## config.mk

```make
export PLATFORM = sky130hd
export DESIGN_NAME = fetch_sequencer
export DESIGN_NICKNAME = d
export VERILOG_FILES = /design/src/rtl/fetch_sequencer.sv
export SDC_FILE = /design/constraint.sdc
export NUM_CORES = 1
export LEC_CHECK = 0
export BUFFER_PORTS_ARGS = -buffer_cell sky130_fd_sc_hd__buf_2
export CAP_MARGIN = 20
export CORE_AREA = 2 2 105 107
export CTS_CLUSTER_SIZE = 30
export DETAILED_ROUTE_END_ITERATION = 6
export DIE_AREA = 0 0 107 109
export HOLD_SLACK_MARGIN = 0.06
export PLACE_DENSITY = 0.76
export SLEW_MARGIN = 20
export SYNTH_ARGS = -nofsm -noshare
export SYNTH_HDL_FRONTEND = slang
export SYNTH_SLANG_ARGS = --single-unit
```

## constraint.sdc

```tcl
create_clock -name clk -period 3 [get_ports clk]
set_input_delay 0.45 -clock clk [delete_from_list [all_inputs] [get_ports clk]]
set_output_delay 0.45 -clock clk [all_outputs]
set_load 0.02 [all_outputs]
```

## src/rtl/fetch_sequencer.sv

```systemverilog
// fetch_sequencer: instruction-fetch controller for a single-issue RISC-V core.
// Owns the PC, drives a no-outstanding-transaction request/ready handshake to
// instruction memory, and buffers one fetched instruction for decode.
// Handles decode back-pressure, branch/jump redirects and misaligned targets.
//
// Parameters:
//   RESET_PC        PC loaded on reset
//   PC_STEP         PC increment after each completed fetch
// Ports:
//   clk, reset      clock, asynchronous active-high reset
//   imem_req/addr   fetch request and address (addr always equals the PC)
//   imem_ready      memory response valid, imem_rdata the returned word
//   if_valid/pc/instr  buffered instruction toward decode
//   id_ready        decode accepts the buffered instruction
//   redirect_valid/target  taken branch/jump, flush and refetch
//   fault           sticky misaligned-redirect fault
// Optional build macro FETCH_PERF_CNT_EN adds fetch_count and stall_count.
module fetch_sequencer #(
  parameter logic [31:0] RESET_PC = 32'h0000_0000,
  parameter logic [31:0] PC_STEP  = 32'd4
) (
  input  logic        clk,
  input  logic        reset,
  output logic        imem_req,
  output logic [31:0] imem_addr,
  input  logic        imem_ready,
  input  logic [31:0] imem_rdata,
  output logic        if_valid,
  output logic [31:0] if_pc,
  output logic [31:0] if_instr,
  input  logic        id_ready,
  input  logic        redirect_valid,
  input  logic [31:0] redirect_target,
  output logic        fault
`ifdef FETCH_PERF_CNT_EN
  ,
  output logic [31:0] fetch_count,
  output logic [31:0] stall_count
`endif
);

  typedef enum logic [1:0] {StIdle, StFetch, StStall, StErr} state_e;

  state_e      state_q, state_d;
  logic [31:0] pc_q, pc_d;
  logic        valid_q, valid_d;
  logic [31:0] ipc_q, ipc_d;
  logic [31:0] instr_q, instr_d;
  logic        fault_q, fault_d;
  logic        fire;

  assign imem_req  = (state_q == StFetch) && (!valid_q || id_ready);
  assign imem_addr = pc_q;
  assign fire      = imem_req && imem_ready;
  assign if_valid  = valid_q;
  assign if_pc     = ipc_q;
  assign if_instr  = instr_q;
  assign fault     = fault_q;

  always_comb begin
    state_d = state_q;
    pc_d    = pc_q;
    valid_d = valid_q;
    ipc_d   = ipc_q;
    instr_d = instr_q;
    fault_d = fault_q;
    unique case (state_q)
      StIdle: state_d = StFetch;
      StFetch: begin
        if (fire) begin
          // Accept and refill in the same cycle: the buffer is simply replaced.
          valid_d = 1'b1;
          ipc_d   = pc_q;
          instr_d = imem_rdata;
          pc_d    = pc_q + PC_STEP;
        end else if (valid_q && id_ready) begin
          valid_d = 1'b0;
        end else if (valid_q && !id_ready) begin
          state_d = StStall;
        end
      end
      StStall: begin
        if (id_ready) begin
          valid_d = 1'b0;
          state_d = StFetch;
        end
      end
      StErr: ;
      default: state_d = StErr;
    endcase
    // Redirect overrides everything above, including a same-cycle response.
    if (redirect_valid && state_q != StErr) begin
      valid_d = 1'b0;
      if (redirect_target[1:0] != 2'b00) begin
        state_d = StErr;
        fault_d = 1'b1;
        pc_d    = pc_q;
      end else begin
        state_d = StFetch;
        pc_d    = redirect_target;
      end
    end
  end

  always_ff @(posedge clk or posedge reset) begin
    if (reset) begin
      state_q <= StIdle;
      pc_q    <= RESET_PC;
      valid_q <= 1'b0;
      ipc_q   <= 32'h0;
      instr_q <= 32'h0;
      fault_q <= 1'b0;
    end else begin
      state_q <= state_d;
      pc_q    <= pc_d;
      valid_q <= valid_d;
      ipc_q   <= ipc_d;
      instr_q <= instr_d;
      fault_q <= fault_d;
    end
  end

`ifdef FETCH_PERF_CNT_EN
  logic fetch_inc, stall_inc;
  logic [31:0] fetch_cnt_q, stall_cnt_q;

  assign fetch_inc   = fire && !redirect_valid;
  assign stall_inc   = (state_q == StStall) || (imem_req && !imem_ready);
  assign fetch_count = fetch_cnt_q;
  assign stall_count = stall_cnt_q;

  always_ff @(posedge clk or posedge reset) begin
    if (reset) begin
      fetch_cnt_q <= 32'h0;
      stall_cnt_q <= 32'h0;
    end else begin
      if (fetch_inc && fetch_cnt_q != 32'hFFFF_FFFF) fetch_cnt_q <= fetch_cnt_q + 32'd1;
      if (stall_inc && stall_cnt_q != 32'hFFFF_FFFF) stall_cnt_q <= stall_cnt_q + 32'd1;
    end
  end
`endif

endmodule
```

**Word level (Yosys, flattened, before mapping)**

Index checks and enable logic that the tools add are counted.

- Register bits: 100
- Bits of input ports: 69
- Word-level logic and storage cells: 51
- Output and inout bits: 99

- Reductions and logical operators: 19
- Mux-type cells: 16
- Add/sub/neg operators: 1
- Eq/ne operators: 9

Operator list:

| operator | count |
|---|---|
| 32-bit two-way mux | 4 |
| 32-bit by 3-bit adder with 32-bit output, second input constant | 1 |
| 2-bit two-way mux | 6 |
| 3-bit by 2-bit != test with 1-bit output, second input constant | 2 |
| 2-bit case mux with 3 select lines | 1 |
| 3-bit AND reduction | 2 |
| 2-bit nonzero test | 3 |
| 1-bit logical AND | 5 |
| 5-bit AND reduction | 1 |
| 1-bit two-way mux | 4 |
| 2-bit != test, second input constant | 2 |
| 4-bit by 2-bit != test with 1-bit output, second input constant | 1 |
| 2-bit AND reduction | 2 |
| 4-bit nonzero test | 1 |
| 3-bit by 1-bit != test with 1-bit output, second input constant | 1 |
| 3-bit != test, second input constant | 1 |
| 3-bit nonzero test | 1 |
| 2-bit by 1-bit equality test with 1-bit output, second input constant | 1 |
| 2-bit equality test, second input constant | 1 |
| 1-bit logical NOT | 2 |
| 2-bit logical NOT | 1 |
| 1-bit case mux with 2 select lines | 1 |
| 1-bit logical OR | 1 |

**Logic depth before layout (Yosys ltp)**

Gate-level depths: netlist of the first run.

- Depth in word-level cells: 7
- Gate-level depth with buffers: 10
- Gate-level depth less buffers: 7

**Least setup slack after synthesis of the first run**

Ideal clock, no wire load.

- Path type: register -> register
- From: reg pc_q[2], in the netlist imem_addr[2]
- To: reg pc_q[30], in the netlist imem_addr[30]
- Arrival time: 1,909 ps
- Library setup time: 69 ps
- Stages on the path, launching flop included: 8
- Required time: 2,931 ps
- Period minus slack after synthesis: 1,978 ps
- Path buffers: 1
- Setup slack: 1,022 ps
- Cells stage by stage: dfrtp_1 -> ha_1 -> and2_0 -> and4_1 -> buf_4 -> nand3_2 -> or4_1 -> nand3_1

- Longest elaborated chain between the ends: 4

RTL lines:

| what | RTL line | source |
|---|---|---|
| from (decl) | 45 | `logic [31:0] pc_q, pc_d;` |
| from (signal assigned) | 115 | `pc_q <= pc_d;` |
| 32-bit by 3-bit adder with 32-bit output | 75 | `pc_d = pc_q + PC_STEP;` |
| 32-bit two-way mux | 70 | `if (fire) begin` |
| 32-bit two-way mux | 67 | `unique case (state_q)` |
| 32-bit two-way mux | 92 | `if (redirect_valid && state_q != StErr) begin` |

No other way between the ends. The select of a mux whose other input is x is not followed.
A chain may end at the register's enable or synchronous reset.

**Final worst setup path of the first run**

- From: reg state_q[1]
- To: reg pc_q[15], in the netlist imem_addr[15]

- Longest elaborated chain between the ends: 5
- Elaborated cells on any way between the ends: 10
- Classes of those cells: 3 x eq/ne; 1 x mux; 6 x reduce/logical

RTL lines:

| what | RTL line | source |
|---|---|---|
| from (decl) | 44 | `state_e state_q, state_d;` |
| from (signal assigned) | 107 | `state_q <= StIdle;` |
| from (signal assigned) | 114 | `state_q <= state_d;` |
| 2-bit by 1-bit equality test with 1-bit output | 52, 67 |  |
| 1-bit logical AND | 52 | `assign imem_req = (state_q == StFetch) && (!valid_q \|\| id_ready);` |
| 1-bit logical AND | 54 | `assign fire = imem_req && imem_ready;` |
| 2-bit nonzero test (no line) | -- |  |
| 3-bit AND reduction (no line) | -- |  |

Parallel ways exist; a longest one is shown, timed or not.

==> implementation parameters, run 1 <==
Parameter                              Value

Status
  Run status ... complete, no violations

Timing
  Final Hold Violating Endpoints ... 0
  Actual slew at the worst max-slew pin ... 0.700 ns
  Portion of the clock cycle consumed by the worst path in the final layout ... 0.773
  Final worst-path setup slack ... 0.682 ns
  Clock period minus final worst setup slack ... 2.32 ns
  Final-report max-slew violation count ... 0
  Setup repair after global routing missed its margin ... no
  Final setup viols ... 0
  Post-Route Setup TNS ... 0 ns
  Final Skew ... 0.0103 ns
  Upper clock frequency limit ... 431 MHz
  Final-layout worst hold slack ... 0.270 ns
  Worst slew slack as a fraction of its limit ... 0.533

Global routing
  Initial antenna violation count ... 0
  First-pass GRT wire length ... 21,200 um
  Number of global-route vias before repair ... 4,253
  Largest net degree at the start of global routing ... 51
  Leftover overflow at the end of global routing ... 0
  Total global-route track usage ... 0.232

Synth
  Most frequently used flop master after synthesis ... sky130_fd_sc_hd__dfrtp_1
  Netlist area before placement ... 4680 um2
  Async S/R FF share, synth ... 1.00
  Gate Count Post-Synth ... 536
  Cell types with the highest counts after synthesis ... sky130_fd_sc_hd__nand2_1, sky130_fd_sc_hd__dfrtp_1, sky130_fd_sc_hd__nand3_1, sky130_fd_sc_hd__nor2_1, sky130_fd_sc_hd__clkbuf_1
  Most common cell in the netlist ... sky130_fd_sc_hd__nand2_1
  Syn nets ... 609
  Number of flops mapped to enable cells by yosys ... 0
  Proportion of netlist area held by the largest area contributor ... 0.535
  Largest cells by area after synthesis ... sky130_fd_sc_hd__dfrtp_1, sky130_fd_sc_hd__nand2_1, sky130_fd_sc_hd__nand3_1, sky130_fd_sc_hd__and3_1, sky130_fd_sc_hd__nor2_1
  Sequential cell area fraction in the yosys report ... 0.535
  Synthesized flop and latch total ... 100
  Count of unique library cells instantiated by Yosys ... 50
  Mapped Avg Cell Area ... 8.72 um2
  Number of warnings printed during yosys synthesis ... 0
  Library cell with the largest summed area after synthesis ... sky130_fd_sc_hd__dfrtp_1

Worst setup path
  Worst setup path category ... reg2reg
  Crit start category ... flop
  Arrival time of data at the critical path endpoint ... 2.58 ns
  Critical path endpoint category ... flop
  Maximum fanout encountered on the critical timing path ... 11
  Required time of the critical path ... 3.26 ns

Clock network
  # clock sinks ... 100
  Root buffer cell ... sky130_fd_sc_hd__clkbuf_8
  Number of buffers between clock root and the deepest sink ... 2
  Worst-path clk slew ... 0.09 ns
  Clock latency at the later pin of the worst-skew pair ... 0.36 ns
  H-Tree Level Count ... 3
  TritonCTS clock tree ... done
  Setup Buffers After CTS ... 0
  Cts bufs inserted ... 9

Final layout
  Filler cell count ... 978
  Total area of sequential cells ... 2500 um2
  Count of placed standard cells in the final layout, fillers left out ... 844
  Fraction of layout cells with a size suffix above 1 ... 0.295
  Post-layout nets ... 772
  Multi-input gate area in the final layout ... 2040 um2
  Final antenna diode count ... 0
  Growth of design area from synthesis to finish ... 26.5%

Placed design
  Placed cell count ... 827
  Detailed-placement wirelength estimate ... 9790 um
  Number of I/O port buffers ... 167
  Post-Place Setup Slack ... 0.737 ns
  GP Congestion ... 0.840

Route
  Via total after detailed routing ... 4,519
  Total detailed-routing wirelength ... 13,400 um
  DRC violations left ... 0
  Number of violations reported at the end of detailed-routing iteration 0 ... 343
  Residual antenna-violating net count after detailed routing ... 0
  Average wire per cell in the routed design ... 15.9 um
  TritonRoute pass-1 iters ... 5
  Post-DR vias/cell ... 5.35

Hold path
  Min-delay worst type ... in2reg

Floorplanning
  Die Wd ... 107 um
  Total core area ... 10,600 um2
  I/O pin total ... 168
  Die Ht ... 109 um
  Number of placement rows ... 38
  Die ar. ... 11,700 um2
  Effective utilization at floorplan ... 0.441

Power and ir drop
  Power Density ... 1020 nW/um2
  Pwr Total ... 0.00603 W
  VDD IR max ... 0.666 mV
  Leakage power ... 3.19 nW

Flow run
  Max Cap Violations ... 0
-- power breakdown --
group	switching, W	total, W	internal, W
combinational	0.00178	0.00268	0.000908
sequential	0.000509	0.00241	0.00190
clock	0.000449	0.000941	0.000492
total	0.00273	0.00603	0.00330
-- logic make-up (layout without fill, tap and decap cells) --
kind of cell / after synthesis / after routing / share of synthesized area
simple gates: 334 / 334 / 0.322
flops: 100 / 100 / 0.535
compound gates: 57 / 57 / 0.0870
buf+inv: 35 / 203 / 0.0324
mux: 6 / 6 / 0.0128
fa+ha+maj: 4 / 4 / 0.0107
-- cells in the final DEF, fill, tap and decap left out, drive strengths merged, types with 3 or more instances in the layout --
master	n
nor4	4
nand2b	3
ha	4
mux2i	6
a21oi	11
and3	13
nand2	227
or4	3
nor2	20
buf	180
a32oi	5
o21ai	10
or3	3
inv	5
and4	6
nand4	9
o32ai	3
a311oi	6
nor2b	5
and2	6
clkbuf	12
o211ai	5
nor3	12
nand3	20
dfrtp	100
a211oi	5
-- state kept, by name (all words and copies together) (netlist names) --
signal and cells:
if_instr 32, if_pc 32, imem_addr 32, state_q 2, fault 1, if_valid 1
-- routing by layer --
metal  global-route usage  vias to the layer above  routed length, um
met5                    0                        -                  0
li1                     -                     2137                  -
met3               0.0383                       25                825
met4               0.0946                        0                267
met2                0.381                      186               6500
met1                0.309                     2171               5820
-- through the flow --
step / util / area (um2)
after floorplan: - / 4680
after global placement: 0.536 / 5690
after detailed placement: 0.536 / 5690
after CTS: 0.558 / 5910
after global routing: 0.558 / 5910
final: 0.558 / 5910
-- critical path: stages, from the launching register on --
cell	delay, ns
sky130_fd_sc_hd__dfrtp_1	0.43
sky130_fd_sc_hd__inv_1	0.09
sky130_fd_sc_hd__ha_1	0.26
sky130_fd_sc_hd__nand2_1	0.20
sky130_fd_sc_hd__or3_1	0.38
sky130_fd_sc_hd__buf_4	0.20
sky130_fd_sc_hd__nor2_2	0.23
sky130_fd_sc_hd__a211oi_1	0.11
sky130_fd_sc_hd__a311oi_1	0.29
-- what timing repair did --
| action | CTS | global route |
|---|---|---|
| resized for setup | 0 | 0 |
| hold endpoints to repair | 6 | 0 |
| hold buffers | 1 | 0 |
-- path summary, 6_finish.rpt --
check | endpoint | slack (ns) | startpoint | cells after the start
max | imem_addr[15] | 0.68 | state_q[1] | 8
min | if_instr[31] | 0.27 | imem_rdata[31] | 3
max reg2reg | imem_addr[15] | 0.68 | state_q[1] | 8
min reg2reg | fault | 0.47 | fault | 1
max in group asynchronous | fault | 1.60 | reset | 4
min in group asynchronous | if_instr[25] | 0.54 | reset | 3
-- final cells by class --
| class | instances | share of cell area |
|---|---|---|
| sequential | 100 | 0.423 |
| inverter | 6 | 0.00444 |
| multi-input combinational | 401 | 0.344 |
| clock inverter | 4 | 0.0123 |
| timing repair buffer | 181 | 0.162 |
| tap | 140 | 0.0296 |
| clock buffer | 12 | 0.0245 |
Power figures use the tool's default switching activity.
==> run 2, diff against run 1 <==
CORE_AREA = 2 2 100 102   (was 2 2 105 107)
DIE_AREA = 0 0 102 104   (was 0 0 107 109)
PLACE_DENSITY = 0.79   (was 0.76)
clock period = 2.3 ns   (was 3 ns; I/O delays follow)
==> run 2 against run 1 <==
Routed wire length fell by 0.73%; worst hold slack got worse by 0.17 ns; fmax grew 8.7%; critical path depth fell by 2; flip-flop and latch count unchanged; clock power rose by 35%; core utilization up 7.3 points; combinational power is 35% higher; non-clock buffer count rose by 10; via count increased by 1.0%; critical path type unchanged; highest routed layer unchanged.
==> implementation parameters, run 2 (synthesis gave the netlist of run 1 again) <==
Parameter                              Value

Power and ir drop
  Int Power ... 0.00441 W (+34%)
  Switching power of the nets ... 0.00359 W (+31%)
  Comb pwr share ... 0.454 (+0.009)
  Leakage power ... 3.26 nW (+2.2%)
  Portion of total power attributed to the clock network ... 0.159 (+0.003)
  VDD IR max ... 0.626 mV (-6.1%)
  Power Density ... 1330 nW/um2 (+30%)
  Proportion of total power due to net switching ... 0.449 (-0.00431)
  Sequential share of power ... 0.387 (-0.012)

Status
  Run status ... complete, no violations

Worst setup path
  Max stage delay cell, worst path ... sky130_fd_sc_hd__or4_1
  Worst path top cell family by delay ... simple AND/OR/NAND/NOR gates
  Last element of the critical path ... imem_addr[29]
  Maximum fanout encountered on the critical timing path ... 16 (+5)
  WP depth ... 6 (-2)
  Reg-to-reg endpoint ... imem_addr[29]
  Worst setup path category ... reg2reg
  Cell Chain, Critical Path ... ha_1 > nor2b_1 > or3_4 > buf_4 > or4_1 > nand3_1
  RR Startpoint ... state_q[1]
  Critical path endpoint category ... flop
  Number of buffers and inverters on the critical path ... 1 (-1)
  R2r setup slk ... 0.17 ns (-0.51 ns)
  Worst path max stage delay ... 0.52 ns (+0.09 ns)
  Source of the critical timing path ... state_q[1]
  Number of cells traversed by the worst register-to-register path ... 6 (-2)
  Required time of the critical path ... 2.60 ns (-0.66 ns)
  Arrival time of data at the critical path endpoint ... 2.43 ns (-0.15 ns)
  Crit start category ... flop

Placed design
  GP Congestion ... 0.864 (+2.9%)
  Detailed-placement wirelength estimate ... 9780 um (about the same)
  Number of I/O port buffers ... 167 (unchanged)

Final layout
  Commonest non-fill, non-tap cell in the layout ... sky130_fd_sc_hd__nand2_1
  Growth of design area from synthesis to finish ... 28.9%
  Final antenna diode count ... 0 (unchanged)
  Final core utilization ... 0.631 (+0.0733)
  Commonest cells after routing, fill and taps aside ... sky130_fd_sc_hd__nand2_1, sky130_fd_sc_hd__buf_2, sky130_fd_sc_hd__dfrtp_1, sky130_fd_sc_hd__buf_4, sky130_fd_sc_hd__nand3_1
  Fraction of layout cells with a size suffix above 1 ... 0.310 (+0.0141)
  Post-layout nets ... 782 (+1.3%)

Route
  Post-DR vias/cell ... 5.39 (+0.66%)
  Average wire per cell in the routed design ... 15.7 um (-1.1%)
  Via total after detailed routing ... 4,565 (+1.0%)
  Total detailed-routing wirelength ... 13,300 um (-0.73%)
  TritonRoute pass-1 iters ... 5 (unchanged)
  Residual antenna-violating net count after detailed routing ... 0 (unchanged)
  Number of violations reported at the end of detailed-routing iteration 0 ... 242 (-29%)
  DRC violations left ... 0 (unchanged)

Timing
  Clock period minus final worst setup slack ... 2.13 ns (-0.185 ns)
  Worst slew slack as a fraction of its limit ... 0.482 (-0.0503)
  Final Hold Violating Endpoints ... 0 (unchanged)
  Final-report max-slew violation count ... 0 (unchanged)
  Final setup viols ... 0 (unchanged)
  Portion of the clock cycle consumed by the worst path in the final layout ... 0.927 (+0.155)
  Upper clock frequency limit ... 469 MHz (+8.7%)
  Actual slew at the worst max-slew pin ... 0.775 ns (+0.0753 ns)
  Final Skew ... 0.00792 ns (-0.00242 ns)
  Setup repair after global routing missed its margin ... no
  Post-Route Setup TNS ... 0 ns (unchanged)

Global routing
  Total global-route track usage ... 0.252 (+0.0192)
  First-pass GRT wire length ... 21,100 um (-0.68%)
  Number of global-route vias before repair ... 4,253 (unchanged)
  Largest net degree at the start of global routing ... 40 (-22%)
  Initial antenna violation count ... 0 (unchanged)
  Leftover overflow at the end of global routing ... 0 (unchanged)

Clock network
  TritonCTS clock tree ... done
  Number of buffers between clock root and the deepest sink ... 2 (unchanged)
  Worst-path clk slew ... 0.09 ns (about the same)
  # clock sinks ... 100 (unchanged)
  Cts bufs inserted ... 9 (unchanged)
  H-Tree Level Count ... 3 (unchanged)
  Clock latency at the later pin of the worst-skew pair ... 0.36 ns (about the same)
  Root buffer cell ... sky130_fd_sc_hd__clkbuf_8

Floorplanning
  Die ar. ... 10,600 um2 (-9.0%)
  Die Wd ... 102 um (-4.7%)
  Die Ht ... 104 um (-4.6%)
  Number of placement rows ... 36 (-5.3%)
  I/O pin total ... 168 (unchanged)
  Effective utilization at floorplan ... 0.490 (+0.0487)
  Total core area ... 9550 um2 (-9.9%)

Flow run
  Max Cap Violations ... 0 (unchanged)

Hold path
  Min-delay worst type ... in2async
==> run 2: area by class of cell <==
cell class                      instances  area [um2]
Fill cell                             855        3520
Sequential cell                       100        2500
Multi-Input combinational cell        401        2050
Timing Repair Buffer                  191        1050
Tap cell                              133         166
Clock buffer                           13         159
Clock inverter                          3        68.8
Inverter                                6        26.3
==> run 2: per-layer routing <==
| metal | up-vias | track usage | wire length [um] |
|---|---|---|---|
| li1 | 2160 | - | - |
| met5 | - | 0 | 0 |
| met1 | 2166 | 0.340 | 5710 |
| met4 | 0 | 0.0762 | 247 |
| met3 | 27 | 0.0538 | 990 |
| met2 | 212 | 0.406 | 6370 |
==> run 2: worst register-to-register path: cells and delay by family, from the launching register on <==
family                   cells  cell delay (ns)
buffers and inverters        1             0.22
adder cells (fa/ha/maj)      1             0.27
AND/OR/NAND/NOR              4             1.16
flip-flops                   1             0.42
==> run 2: timing repair <==
action | 4_1_cts | 5_1_grt
gates resized for setup | 0 | 2
hold buffers | 0 | 0
setup endpoints to repair | 0 | 6
setup buffers | 0 | 0
==> run 2: metrics by stage <==
| stage | std cells | hold WS [ns] | power [W] | setup slack [ns] | cell area, um2 |
|---|---|---|---|---|---|
| 5_1_grt | 847 | 0.149 | 0.00856 | 0.0570 | 6030 |
| 6_report | 847 | 0.0987 | 0.00800 | 0.167 | 6030 |
| 3_3_place_gp | 831 | 0.451 | 0.00659 | 0.211 | 5790 |
| 4_1_cts | 847 | 0.127 | 0.00802 | 0.0852 | 6020 |
| 3_5_place_dp | 831 | 0.457 | 0.00674 | 0.109 | 5790 |
| 2_1_floorplan | 536 | 0.450 | 0.00531 | 0.322 | 4680 |
==> run 2: worst min-delay path by stage <==
stage / startpoint / endpoint / slack (ns)
floorplan: imem_rdata[0] / if_instr[0] / 0.45
global placement: if_instr[6] / if_instr[6] / 0.45
detailed placement: if_instr[13] / if_instr[13] / 0.46
CTS: reset / if_pc[9] / 0.13
global route: reset / if_instr[1] / 0.15
finish: reset / if_pc[9] / 0.1
==> run 2: power by group through the flow <==
stage	Combinational (W)	Sequential, W	Clock (W)
final	0.00363	0.00310	0.00127
after global routing	0.00397	0.00320	0.00139
after CTS	0.00363	0.00309	0.00130
after detailed placement	0.00362	0.00312	0
after global placement	0.00353	0.00306	0
after floorplan	0.00142	0.00390	0
